<file path="config.mk">
export PLATFORM = sky130hd
export DESIGN_NAME = left_shift_pipe
export DESIGN_NICKNAME = d
export VERILOG_FILES = /design/src/rtl/shift_pkg.sv /design/src/rtl/lshift_stage.sv /design/src/rtl/left_shift_pipe.sv
export SDC_FILE = /design/constraint.sdc
export NUM_CORES = 1
export LEC_CHECK = 0
export ABC_AREA = 1
export BUFFER_PORTS_ARGS = -buffer_cell sky130_fd_sc_hd__buf_2
export CORE_UTILIZATION = 35
export CTS_BUF_LIST = sky130_fd_sc_hd__clkbuf_4 sky130_fd_sc_hd__clkbuf_8
export DETAILED_ROUTE_END_ITERATION = 6
export MAX_ROUTING_LAYER = met4
export SYNTH_ARGS = -nofsm -noshare
export SYNTH_HDL_FRONTEND = slang
export SYNTH_SLANG_ARGS = --single-unit
</file>
<file path="constraint.sdc">
create_clock -name clk -period 1.6 [get_ports clk]
set_input_delay 0.08 -clock clk [delete_from_list [all_inputs] [get_ports clk]]
set_output_delay 0.08 -clock clk [all_outputs]
set_load 0.005 [all_outputs]
</file>
<file path="src/rtl/shift_pkg.sv">
// Shared constants for the left shift/rotate pipeline: default width,
// shift-count width derivation and the rotate-mode encoding.
package shift_pkg;

  localparam int WIDTH_DEF = 8;

  localparam logic MODE_LSL = 1'b0;
  localparam logic MODE_ROL = 1'b1;

  function automatic int shw(input int w);
    return $clog2(w);
  endfunction

endpackage

</file>
<file path="src/rtl/lshift_stage.sv">
// One registered stage of the shift/rotate pipeline: moves the word left by
// DIST positions when its shift bit is set, then registers word, count, mode, valid.
module lshift_stage
  import shift_pkg::*;
#(
  parameter int WIDTH    = WIDTH_DEF,
  parameter int DIST     = 1,
  parameter bit RST_DATA = 1'b0,
  localparam int SHW     = shw(WIDTH)
) (
  input  logic             clk,
  input  logic             rst,
  input  logic             en,
  input  logic             vin,
  input  logic [WIDTH-1:0] din,
  input  logic [SHW-1:0]   shin,
  input  logic             rin,
  output logic             vq,
  output logic [WIDTH-1:0] dq,
  output logic [SHW-1:0]   shq,
  output logic             rq
);

  localparam int BIT = shw(DIST);

  logic [WIDTH-1:0] moved, nxt;
  logic             load;

  assign moved = (rin == MODE_ROL) ? ((din << DIST) | (din >> (WIDTH - DIST)))
                                   : (din << DIST);
  assign nxt   = shin[BIT] ? moved : din;
  // Payload only moves with a real word, so bubbles never disturb a held result.
  assign load  = en && vin;

  always_ff @(posedge clk or posedge rst) begin
    if (rst)     vq <= 1'b0;
    else if (en) vq <= vin;
  end

  always_ff @(posedge clk) begin
    if (load) begin
      shq <= shin;
      rq  <= rin;
    end
  end

  if (RST_DATA) begin : g_rst_data
    always_ff @(posedge clk or posedge rst) begin
      if (rst)       dq <= '0;
      else if (load) dq <= nxt;
    end
  end else begin : g_nrst_data
    always_ff @(posedge clk) begin
      if (load) dq <= nxt;
    end
  end

endmodule

</file>
<file path="src/rtl/left_shift_pipe.sv">
// SHW-stage pipelined logical-shift / rotate-left unit with a global stall enable.
// Optional registered zero flag on the result when LSHIFT_ZERO_FLAG_EN is defined.
module left_shift_pipe
  import shift_pkg::*;
#(
  parameter int WIDTH = WIDTH_DEF,
  localparam int SHW  = shw(WIDTH)
) (
  input  logic             clk,
  input  logic             rst,
  input  logic             in_valid,
  output logic             in_ready,
  input  logic [WIDTH-1:0] x,
  input  logic [SHW-1:0]   shift,
  input  logic             rotate,
  output logic             out_valid,
  input  logic             out_ready,
`ifdef LSHIFT_ZERO_FLAG_EN
  output logic             zero,
`endif
  output logic [WIDTH-1:0] y
);

  logic [SHW:0]            vld_pipe;
  logic [SHW:0][WIDTH-1:0] d_pipe;
  logic [SHW:0][SHW-1:0]   sh_pipe;
  logic [SHW:0]            rot_pipe;
  logic                    en;

  // Count and mode are dead once the last stage has applied its move.
  logic [SHW-1:0]          sh_unused;
  logic                    rot_unused;

  assign en          = !out_valid || out_ready;
  assign in_ready    = en;

  assign vld_pipe[0] = in_valid;
  assign d_pipe[0]   = x;
  assign sh_pipe[0]  = shift;
  assign rot_pipe[0] = rotate;

  for (genvar k = 0; k < SHW; k++) begin : g_stage
    lshift_stage #(
      .WIDTH    (WIDTH),
      .DIST     (1 << k),
      .RST_DATA (k == SHW - 1)
    ) u_stage (
      .clk  (clk),
      .rst  (rst),
      .en   (en),
      .vin  (vld_pipe[k]),
      .din  (d_pipe[k]),
      .shin (sh_pipe[k]),
      .rin  (rot_pipe[k]),
      .vq   (vld_pipe[k+1]),
      .dq   (d_pipe[k+1]),
      .shq  (sh_pipe[k+1]),
      .rq   (rot_pipe[k+1])
    );
  end

  assign out_valid  = vld_pipe[SHW];
  assign y          = d_pipe[SHW];
  assign sh_unused  = sh_pipe[SHW];
  assign rot_unused = rot_pipe[SHW];

`ifdef LSHIFT_ZERO_FLAG_EN
  // Last stage moves by WIDTH/2; predict its result so the flag lands with y.
  localparam int LD = WIDTH / 2;

  logic [WIDTH-1:0] lin, lmv, lnxt;

  assign lin  = d_pipe[SHW-1];
  assign lmv  = (rot_pipe[SHW-1] == MODE_ROL) ? ((lin << LD) | (lin >> LD)) : (lin << LD);
  assign lnxt = sh_pipe[SHW-1][SHW-1] ? lmv : lin;

  always_ff @(posedge clk or posedge rst) begin
    if (rst)                          zero <= 1'b1;
    else if (en && vld_pipe[SHW-1])   zero <= ~|lnxt;
  end
`endif

endmodule
</file>
==> results.toml <==
[status]
outcome = "completed"

[synthesis]
syn_inst = 148
syn_avg_cell_area_um2 = 9.722
ys_ff_latch = 32
yosysWarnings = 0
synth_fp_nets = 164
netlist-cell-type-count = 14
seq_area_frac_synth = 0.6296
yosys-top-cells-area = "edfxtp_1, dfrtp_1, nand2_1"
synth_top_area_cell = "edfxtp_1"
netlist_area_um2 = 1439
synth_top_area_share = 0.4383

[power]
ir_drop_mv = 0.4791
p_per_area_nw_per_um2 = 1463
leakagePower_nw = 0.8225

[layout]
nets = 189
n_antenna_cell = 0
finalNonFillerCells = 222
area_delta_synth_final_pct = 17.83
drive_gt1_frac = 0.2184

[route]
ant_nets = 0
drt_pass1_iterations = 4
viasPerCell = 4.311
drc = 0
totalWireLength_um = 2064
vias = 957
wire_per_inst_um = 9.297
drt_iter0_drc = 42

[timing]
drv_slew = 0
hold_violations = 0
slew_headroom = 0.7216
timing.fmax_mhz = 747.2
finClkSkew_ns = 0.007349
grt_setup_unrepaired = "no"
fin_tns_setup_ns = 0
max_slew.worst_pin.slew_ns = 0.4171
whs_ns = 0.01957
finalCritPeriodShare = 0.8364
setup_viol_count_final = 0
finalWorstPathRequiredPeriod_ns = 1.338

[clock_network]
post-cts-setup-buffers = 0
htree_levels = 2
clk_pin_slew_ns = 0.07
cts_resized = 0
cts_tree = "built"
cts_made_buffers = 5
clock-root-buffer = "clkbuf_8"
clock_sinks = 32
cts_buffer_depth = 2
worstSkewPairLatency_ns = 0.28

[floorplan]
die_w_um = 66.12
ioPinCount = 26
start_util = 0.3788
fp.dieArea_um2 = 4371
die_h_um = 66.12
core_area_um2 = 3799
rows = 22

[worst_setup_path]
path_cells = "nand2_4, nand2_1, inv_1"
crit_path_top_delay_cell = "dfrtp_1"
cpPeakStageDelay_ns = 0.46
end_kind = "flip-flop"
critPathKind = "flip-flop to flip-flop"
worstPathMaxFanout = 11
cp.arrival_ns = 1.27
start_kind = "flip-flop"
crit_required_ns = 1.53

[placement]
hpwl_um = 1566
placed_cells = 210
gp_congestion = 0.7403
portBuffers = 25

[grt]
grt_first_pass_wirelength_um = 3594
grt_pass1_vias = 901
grt_max_degree = 17
grt_overflow = 0
grt_usage = 0.1156
antenna_found_initial = 0

[min_path]
min_path_type = "primary input to flip-flop"

[flow_run]
drv_cap = 0
-- cell type report --
class	instances	area [um2]
fill	396	2103
multi-input combinational	88	389.1
sequential	32	905.9
clock buffer	5	68.82
inverter	17	63.81
timing repair buffer	29	165.2
clock inverter	3	42.54
tap	48	60.06
-- worst max-delay path: cells and delay by family (launching register included) --
family / cells / cell delay [ns]
flops: 1 / 0.46
buf+inv: 1 / 0.32
simple gates: 2 / 0.21
-- cells by family (layout without fill, tap and decap cells) --
logic type | after synthesis | in the layout | share of synthesized area
and+or+nand+nor | 70 | 70 | 0.1983
DFF | 32 | 32 | 0.6296
buffers and inverters | 28 | 54 | 0.09999
AOI/OAI and AO/OA | 18 | 18 | 0.07217
-- power breakdown --
group / switching [W] / leakage (nW) / internal (W) / total, W
clock network: 0.000295 / 0.0541 / 0.000460 / 0.000755
logic: 0.000287 / 0.431 / 0.000208 / 0.000495
registers: 0.000122 / 0.338 / 0.00111 / 0.00123
total: 0.000703 / 0.822 / 0.00178 / 0.00248
-- stage by stage --
step	power (W)	utilization	worst slack (ns)	area, um2
2_1_floorplan	0.001673	-	0.3782	1439
3_3_place_gp	0.001728	0.4065	0.3141	1544
3_5_place_dp	0.001744	0.4065	0.2629	1544
4_1_cts	0.002512	0.4463	0.2453	1695
5_1_grt	0.002659	0.4463	0.1645	1695
6_report	0.002481	0.4463	0.2617	1695
-- layout by cell type, fill, tap and decap left out, drive strengths merged --
cell          n
a21oi         6
dfrtp        11
nand2        59
dlygate4sd3   4
inv          17
nor2          5
bufinv        1
clkinv        1
o21ai        10
o22ai         2
buf          25
clkbuf        5
edfxtp       21
nand3         6
clkinvlp      1
-- state kept, by name, indices dropped and copies added (netlist names) --
register             cells
g_stage.u_stage.vq       3
g_stage.u_stage.dq      24
g_stage.u_stage.shq      3
g_stage.u_stage.rq       2
-- final timing paths --
kind,slack [ns],cells after the start,start,endpoint
worst min-delay path,0.02,3,in_valid,g_stage[0].u_stage.vq
worst max-delay path,0.26,3,g_stage[2].u_stage.vq,g_stage[0].u_stage.shq[2]
worst min register to register,0.42,0,g_stage[0].u_stage.shq[2],g_stage[1].u_stage.shq[2]
max in group asynchronous,0.98,3,rst,g_stage[2].u_stage.dq[5]
min in group asynchronous,0.33,3,rst,g_stage[2].u_stage.dq[6]
worst max register to register,0.26,3,g_stage[2].u_stage.vq,g_stage[0].u_stage.shq[2]
-- per-layer routing --
metal | vias to the layer above | GRT usage | share of wire
li1 | 515 | - | -
met4 | 0 | 0.06383 | 0.020
met1 | 411 | 0.1169 | 0.46
met2 | 26 | 0.1913 | 0.45
met3 | 5 | 0.04483 | 0.063
met5 | - | - | 0
-- cells in the mapped netlist --
library cell  count
a21oi_1           5
nor2_1            5
buf_2             1
buf_4            10
nand2_4           2
inv_1            15
dfrtp_1          11
nand3_1           6
o22ai_1           2
a21oi_4           1
inv_2             2
nand2_1          57
edfxtp_1         21
o21ai_0          10
-- repair_timing --
item / 4_1_cts / 5_1_grt
endpoints found under the hold margin: 14 / 0
setup endpoints to repair: 0 / 0
hold buffers: 4 / 0
No activity file was read; power rests on OpenSTA's default activity.
